[config.mk]
export PLATFORM = sky130hd
export DESIGN_NAME = add_round_key_stage
export DESIGN_NICKNAME = d
export VERILOG_FILES = /design/src/rtl/add_round_key_stage.sv
export SDC_FILE = /design/constraint.sdc
export NUM_CORES = 1
export LEC_CHECK = 0
export ABC_AREA = 0
export CAP_MARGIN = 20
export CORE_ASPECT_RATIO = 0.5
export CORE_UTILIZATION = 35
export CTS_CLUSTER_DIAMETER = 40
export DETAILED_ROUTE_END_ITERATION = 7
export RECOVER_POWER = 50
export SLEW_MARGIN = 5
export SYNTH_ARGS = -nofsm -noshare
export SYNTH_HDL_FRONTEND = slang
export SYNTH_SLANG_ARGS = --single-unit
export TNS_END_PERCENT = 50
[constraint.sdc]
create_clock -name clk -period 3.7 [get_ports clk]
set_input_delay 0.37 -clock clk [delete_from_list [all_inputs] [get_ports clk]]
set_output_delay 0.37 -clock clk [all_outputs]
set_load 0.005 [all_outputs]
[src/rtl/add_round_key_stage.sv]
`default_nettype none
// ============================================================================
// Module      : add_round_key_stage
// Description : AES AddRoundKey pipeline stage. Joins a state block and a
//               round key over two independent valid/ready channels, registers
//               their XOR and presents it with a round index that wraps at NR.
//               Optional macro ARK_PARITY_EN adds out_parity[15:0], which holds
//               the even parity of each out_s byte.
// Revision    : 1.0 - initial release
// ============================================================================
module add_round_key_stage #(
  parameter int NR = 10
) (
  input  logic         clk,
  input  logic         rst_n,
  input  logic [127:0] state_in,
  input  logic         state_valid,
  output logic         state_ready,
  input  logic [127:0] key_in,
  input  logic         key_valid,
  output logic         key_ready,
  input  logic         restart,
  output logic [127:0] out_s,
  output logic         out_valid,
  input  logic         out_ready,
  output logic [3:0]   round,
`ifdef ARK_PARITY_EN
  output logic [15:0]  out_parity,
`endif
  output logic         last_round
);

  localparam logic [3:0] c_round_max = 4'(NR);

  typedef enum logic [1:0] {
    IDLE   = 2'd0,
    HAVE_S = 2'd1,
    HAVE_K = 2'd2,
    FULL   = 2'd3
  } state_t;

  state_t       r_state;
  state_t       w_state_nxt;
  logic [127:0] r_state_hold;
  logic [127:0] r_key_hold;
  logic [127:0] r_out_s;
  logic [3:0]   r_round;
  logic [127:0] w_op_s;
  logic [127:0] w_op_k;
  logic [127:0] w_xor;
  logic         w_s_xfer;
  logic         w_k_xfer;
  logic         w_out_xfer;
  logic         w_load;

  assign state_ready = (r_state == IDLE) || (r_state == HAVE_K);
  assign key_ready   = (r_state == IDLE) || (r_state == HAVE_S);
  assign w_s_xfer    = state_valid && state_ready;
  assign w_k_xfer    = key_valid && key_ready;
  assign out_valid   = (r_state == FULL);
  assign w_out_xfer  = out_valid && out_ready;

  // A held operand is used only in the state that holds it; otherwise the
  // live input is the operand completing the pair this cycle.
  assign w_op_s = (r_state == HAVE_S) ? r_state_hold : state_in;
  assign w_op_k = (r_state == HAVE_K) ? r_key_hold   : key_in;
  assign w_xor  = w_op_s ^ w_op_k;

  assign out_s      = r_out_s;
  assign round      = r_round;
  assign last_round = out_valid && (r_round == c_round_max);

  // Next-state decode; restart overrides every transfer.
  always_comb begin
    w_state_nxt = r_state;
    w_load      = 1'b0;
    if (restart) begin
      w_state_nxt = IDLE;
    end else begin
      case (r_state)
        IDLE: begin
          if (w_s_xfer && w_k_xfer) begin
            w_state_nxt = FULL;
            w_load      = 1'b1;
          end else if (w_s_xfer) begin
            w_state_nxt = HAVE_S;
          end else if (w_k_xfer) begin
            w_state_nxt = HAVE_K;
          end
        end
        HAVE_S: begin
          if (w_k_xfer) begin
            w_state_nxt = FULL;
            w_load      = 1'b1;
          end
        end
        HAVE_K: begin
          if (w_s_xfer) begin
            w_state_nxt = FULL;
            w_load      = 1'b1;
          end
        end
        FULL: begin
          if (w_out_xfer) begin
            w_state_nxt = IDLE;
          end
        end
        default: w_state_nxt = IDLE;
      endcase
    end
  end

  // State register.
  always_ff @(posedge clk or negedge rst_n) begin
    if (!rst_n) begin
      r_state <= IDLE;
    end else begin
      r_state <= w_state_nxt;
    end
  end

  // Capture whichever operand arrives first; restart discards both.
  always_ff @(posedge clk or negedge rst_n) begin
    if (!rst_n) begin
      r_state_hold <= '0;
      r_key_hold   <= '0;
    end else if (restart) begin
      r_state_hold <= '0;
      r_key_hold   <= '0;
    end else begin
      if (w_s_xfer) begin
        r_state_hold <= state_in;
      end
      if (w_k_xfer) begin
        r_key_hold <= key_in;
      end
    end
  end

  // Result register: loads only on entry to FULL, otherwise holds.
  always_ff @(posedge clk or negedge rst_n) begin
    if (!rst_n) begin
      r_out_s <= '0;
    end else if (w_load) begin
      r_out_s <= w_xor;
    end
  end

  // Round index advances on each output handshake and wraps after NR.
  always_ff @(posedge clk or negedge rst_n) begin
    if (!rst_n) begin
      r_round <= 4'd0;
    end else if (restart) begin
      r_round <= 4'd0;
    end else if (w_out_xfer) begin
      r_round <= (r_round == c_round_max) ? 4'd0 : r_round + 4'd1;
    end
  end

`ifdef ARK_PARITY_EN
  logic [15:0] w_parity;
  logic [15:0] r_parity;

  // Even parity of each result byte, computed from the value being loaded.
  always_comb begin
    w_parity = '0;
    for (int i = 0; i < 16; i++) begin
      w_parity[i] = ^w_xor[8*i +: 8];
    end
  end

  // Parity register tracks out_s exactly.
  always_ff @(posedge clk or negedge rst_n) begin
    if (!rst_n) begin
      r_parity <= '0;
    end else if (w_load) begin
      r_parity <= w_parity;
    end
  end

  assign out_parity = r_parity;
`endif

endmodule
`default_nettype wire

==> results of run 1 <==
-- final timing paths --
kind	to	depth (start not counted)	start
worst max-delay path	state_ready	4	r_state[0]
worst min-delay path	r_key_hold[70]	2	key_in[70]
worst max register to register	out_s[38]	6	r_state[0]
worst min register to register	out_s[51]	2	out_s[51]
max in group asynchronous	out_s[113]	3	rst_n
min in group asynchronous	out_s[23]	2	rst_n
-- area by class of cell --
cell class	instances	area (um2)
diodes	15	37.54
clock buffers	59	1281
clock inverters	24	295.3
fillers	4464	25260
inverters	5	18.77
multi-input cells	943	7447
flip-flops and latches	390	9759
well taps	678	848.3
repair buffers	425	4329
-- power by group through the flow --
stage / Sequential, W / Clock, W / Combinational, W
floorplan: 0.00611 / 0 / 0.00406
global placement: 0.00612 / 0 / 0.00696
detailed placement: 0.00615 / 0 / 0.00702
CTS: 0.00610 / 0.00486 / 0.00704
global route: 0.00624 / 0.00505 / 0.00738
finish: 0.00609 / 0.00476 / 0.00680
-- cells by family (layout without fill, tap and decap cells) --
group / count (synthesis) / count (layout) / synth area share (%)
fa+ha+maj: 8 / 8 / 0.5644
flops: 390 / 390 / 55.03
compound gates: 399 / 399 / 16.80
simple gates: 149 / 149 / 3.302
other cells: 0 / 15 / 0
mux: 259 / 259 / 14.63
xor+xnor: 128 / 128 / 6.321
buf+inv: 120 / 513 / 3.358
-- cell usage after synthesis, drive strengths merged (2+ instances only) --
cell type | count | area share, %
ha | 8 | 0.56
o21ai | 129 | 3.6
a22o | 256 | 13
inv | 5 | 0.11
nor2 | 7 | 0.15
or2 | 3 | 0.11
xnor2 | 128 | 6.3
nand3 | 2 | 0.056
a21oi | 6 | 0.17
a22oi | 2 | 0.085
mux2i | 258 | 15
dfrtp | 390 | 55
clkbuf | 29 | 0.61
nand2 | 131 | 2.8
buf | 86 | 2.6
-- timing repair --
| action | CTS | global route |
|---|---|---|
| hold buffers | 1 | 0 |
| hold endpoints to repair | 84 | 0 |
| resized for setup | 0 | 0 |
-- state kept, by name, indices dropped and copies added (netlist names) --
register,flops
out_s,128
r_key_hold,128
r_state,2
r_state_hold,128
round,4
-- per-layer routing --
layer  vias up  share of wire [%]
met1      6481                 43
met2       204                 52
met5         -                  0
li1       6013                  -
met3        80                2.9
met4         0                2.6
-- metrics by stage --
step                      total power (W)  utilization, %  hold WS (ps)
after global routing              0.01867           48.73         416.1
after detailed placement          0.01317           45.46         458.0
after CTS                         0.01800           48.68         408.3
after floorplan                   0.01017               -         74.41
final                             0.01764           48.73         438.1
after global placement            0.01308           45.46         452.1
==> run_results.csv, run 1 <==
group,metric,value,unit
finish,area_growth,35.42,%
sta,setup_ws,970.0,ps
setup_path,worstSetupEndpointType,"output pin",
placed_design,placed_area,22410,um2
placed_design,gp_congestion,0.7953,
global_routing,grt.met2_usage,35.30,%
power_and_ir_drop,p_sw,0.005920,W
clock_tree,cts.reportedPaths.clkPinSlew,60,ps
synth,ys_seq_elements,390,
finish,final_area,24020,um2
placed_design,numPlacedInstances,2440,
finish,fin_cells,2539,
routing,drcViolationCount,0,
global_routing,grt_max_degree,119,
synth,avgSynthCellArea,12.21,um2
clock_tree,cts_sinks,390,
finish,drive_gt1_share,6.284,%
sta,clock_skew,16.90,ps
setup_path,r2r_slack,1140,ps
routing,drt_first_pass_iters,6,
job,cap_viol_max_count,1,
power_and_ir_drop,p_sw_share,33.56,%
synth,yosys_most_used_dff,"dfrtp_1",
global_routing,grt_pass1_wl,82350,um
global_routing,grt_pass1_vias,12990,
clock_tree,post_cts_buffers,0,
clock_tree,cts_max_path_buffers,3,
sta,slew_headroom,-64.52,%
routing,ant_nets,0,
synth,synth_cells,1453,
synth,post_synth_num_cell_types,30,
setup_path,critPathArrivalTime,2360,ps
power_and_ir_drop,internal_power,0.01172,W
routing,via_per_inst,5.033,
global_routing,busiest_layer,"met2",
sta,grt_setup_unrepaired,"false",
setup_path,crit_family,"buffers and inverters",
sta,layout_min_cycle_time,2730,ps
synth,ys_async_sr_fraction,100.0,%
power_and_ir_drop,power.share.clock,27.0,%
hold_path,holdCritPathClass,"input port to flop",
clock_tree,cts_tree,"yes",
sta,drv_slew,88,
sta,worst_pin_slew,2468,ps
routing,wl,54170,um
clock_tree,cts_max_level,2,
floorplanning,core_area,49280,um2
routing,drt-initial-drc-count,726,
global_routing,grt.total_usage,20.71,%
floorplanning,dieArea,51630,um2
setup_path,crit_required,3330,ps
synth,ys_seq_area_share,55.03,%
floorplanning,die_h,161.2,um
setup_path,crit_path_max_fanout,24,
sta,fin_setup_tns,0,ps
setup_path,critPathBufInv,2,
clock_tree,clockRootBuffer,"clkbuf_16",
power_and_ir_drop,p_comb_share,38.5,%
power_and_ir_drop,ir_worst_vdd,328.7,uV
power_and_ir_drop,leakage,10.39,nW
finish,mostFrequentLayoutCell,"dfrtp_1",
floorplanning,initial_core_util,35.99,%
setup_path,critical-path-slowest-cell,"clkdlybuf4s50_1",
power_and_ir_drop,power_density,734.5,nW/um2
setup_path,cp_cell_sequence,"inv_1 > ha_4 > or2_2 > clkdlybuf4s50_1",
power_and_ir_drop,seqPwrFrac,34.5,%
synth,yosysWarnings,0,
routing,vias,12780,
run_status,outcome,"finished, violations left",
finish,nets,2081,
setup_path,cp-start-kind,"flop",
floorplanning,die_x,320.3,um
placed_design,port_buffers,397,
sta,max_freq,366.3,MHz
clock_tree,numCtsBuffers,46,
floorplanning,io_pins,398,
placed_design,hpwl,34910,um
placed_design,place_ws,1153,ps
sta,finalCritPeriodShare,73.78,%
synth,syn_area,17730,um2
synth,synth_edf_count,0,
setup_path,critical_path_class,"flop to output pin",
routing,wl_per_cell,21.34,um
synth,synth_nets,1723,
floorplanning,placementRows,57,
sta,setup_viol,0,
clock_tree,insertion_delay,560,ps
global_routing,antenna_found_initial,15,
setup_path,crit_path_max_incr_delay,550,ps
run_status,failed_checks,"capacitance limit, slew limit",
finish,final_cell_mix,"dfrtp_1 (390), clkdlybuf4s50_1 (332), mux2i_1 (258)",
global_routing,overflow,0,
sta,hold_viol_final,0,
global_routing,met1_usage,26.79,%
global_routing,use_met3,2.909,%
No activity file was read; power rests on OpenSTA's default activity.
==> inputs of run 2 (changes only) <==
clock period = 2.3 ns   (was 3.7 ns; I/O delays follow)
==> run_results.csv, run 2 (synthesis results as in run 1) <==
group,metric,value,unit
clock_tree,cts_sinks,390,
clock_tree,numCtsBuffers,44,
clock_tree,cts_tree,"yes",
clock_tree,insertion_delay,550,ps
floorplanning,core_area,49280,um2
routing,wl,54470,um
sta,slew_headroom,23.82,%
sta,fin_setup_tns,0,ps
sta,setup_viol,0,
routing,drt_first_pass_iters,5,
sta,drv_slew,0,
global_routing,grt_max_degree,101,
finish,final_cell_mix,"dfrtp_1 (389), clkdlybuf4s50_1 (332), mux2i_1 (258)",
routing,wl_per_cell,21.33,um
run_status,outcome,"finished, final reports clean",
sta,worst_pin_slew,1143,ps
sta,hold_viol_final,0,
job,cap_viol_max_count,0,
setup_path,critPathArrivalTime,2030,ps
routing,drcViolationCount,0,
placed_design,gp_congestion,0.8009,
setup_path,critical_path_class,"flop to output pin",
routing,via_per_inst,5.072,
finish,area_growth,36.77,%
finish,drive_gt1_share,7.039,%
finish,nets,2101,
global_routing,antenna_found_initial,15,
routing,ant_nets,0,
setup_path,worstSetupEndpointType,"output pin",
clock_tree,cts_max_path_buffers,3,
setup_path,crit_path_max_fanout,4,
sta,max_freq,441.6,MHz
sta,setup_ws,35.45,ps
clock_tree,post_cts_buffers,0,
power_and_ir_drop,ir_worst_vdd,656.2,uV
power_and_ir_drop,design_power_total,0.02862,W
sta,hold_ws,304.4,ps
floorplanning,initial_core_util,35.99,%
placed_design,hpwl,36230,um
routing,drt-initial-drc-count,705,
floorplanning,die_x,320.3,um
sta,finalCritPeriodShare,98.46,%
global_routing,grt_pass1_wl,82330,um
placed_design,place_ws,12.45,ps
placed_design,port_buffers,397,
power_and_ir_drop,leakage,10.52,nW
floorplanning,placementRows,57,
finish,utilization,49.22,%
clock_tree,clockRootBuffer,"clkbuf_16",
sta,layout_min_cycle_time,2265,ps
routing,vias,12950,
hold_path,holdCritPathClass,"input port to flop",
floorplanning,io_pins,398,
global_routing,overflow,0,
sta,clock_skew,13.93,ps
global_routing,grt_pass1_vias,13230,
setup_path,crit_required,2070,ps
floorplanning,die_h,161.2,um
power_and_ir_drop,power_density,1180,nW/um2
setup_path,cp-start-kind,"flop",
finish,fillers,4472,
floorplanning,dieArea,51630,um2
global_routing,grt.total_usage,20.72,%
clock_tree,cts_max_level,2,
clock_tree,cts.reportedPaths.clkPinSlew,60,ps
finish,mostFrequentLayoutCell,"dfrtp_1",
==> run 2: cell count changes in the layout (fill, tap and decap cells not counted), moves of 3 or more <==
| cell | before | now |
|---|---|---|
| buf_12 | 12 | 20 |
| buf_4 | 14 | 18 |
| clkbuf_4 | 0 | 3 |
| clkinv_4 | 4 | 1 |
| clkinvlp_4 | 7 | 2 |
| dlygate4sd2_1 | 0 | 3 |
| dlygate4sd3_1 | 65 | 62 |
==> run 2: worst paths after layout <==
check | endpoint | startpoint | cells past startpoint | slack (ps)
max | key_ready | r_state[0] | 5 | 40
min | r_key_hold[104] | key_in[104] | 2 | 300
max reg2reg | out_s[14] | r_state[1] | 7 | 60
min reg2reg | out_s[21] | out_s[21] | 2 | 470
max in group asynchronous | out_s[76] | rst_n | 4 | 300
min in group asynchronous | r_key_hold[23] | rst_n | 2 | 460
==> run 2: metrics by stage <==
stage,instances,instance area (um2)
2_1_floorplan,1453,17730
3_3_place_gp,2460,22730
3_5_place_dp,2460,22730
4_1_cts,2537,24260
5_1_grt,2554,24260
6_report,2554,24260
==> run 2: cell type report <==
type                            instances  area (um2)  share of cell area, %
Sequential cell                       390        9761                  40.24
Tap cell                              678       848.3                  3.497
Timing Repair Buffer                  446        4619                  19.04
Antenna cell                           15       37.54                 0.1548
Clock inverter                         20       309.0                  1.274
Clock buffer                           56        1207                  4.978
Inverter                                5       18.77                0.07738
Multi-Input combinational cell        944        7455                  30.73
==> run 2: worst max-delay path, cell delays in order (launching register included) <==
cell and delay [ps]:
dfrtp_1 380, buf_4 160, ha_4 190, or2_2 300
buf_4 150, dlygate4sd2_1 310
==> run 2: report_power, final <==
part | switching (W) | internal (W)
clock | 0.00298 | 0.00452
sequential | 0.00106 | 0.00878
combinational | 0.00550 | 0.00579
total | 0.00953 | 0.0191
==> run 2: repair_timing <==
action,CTS,global route
hold endpoints to repair,239,0
pin swaps,0,1
cloned,0,2
endpoints found under the setup margin,3,208
hold buffers,1,0
gates resized for setup,5,1
==> run 2: routing by layer <==
metal	up-vias	part of all wire (%)	global-route usage, %
met5	-	0	0
met4	0	2.9	8.939
met3	84	2.8	2.809
met2	205	52	35.72
met1	6596	42	26.19
li1	6068	-	-
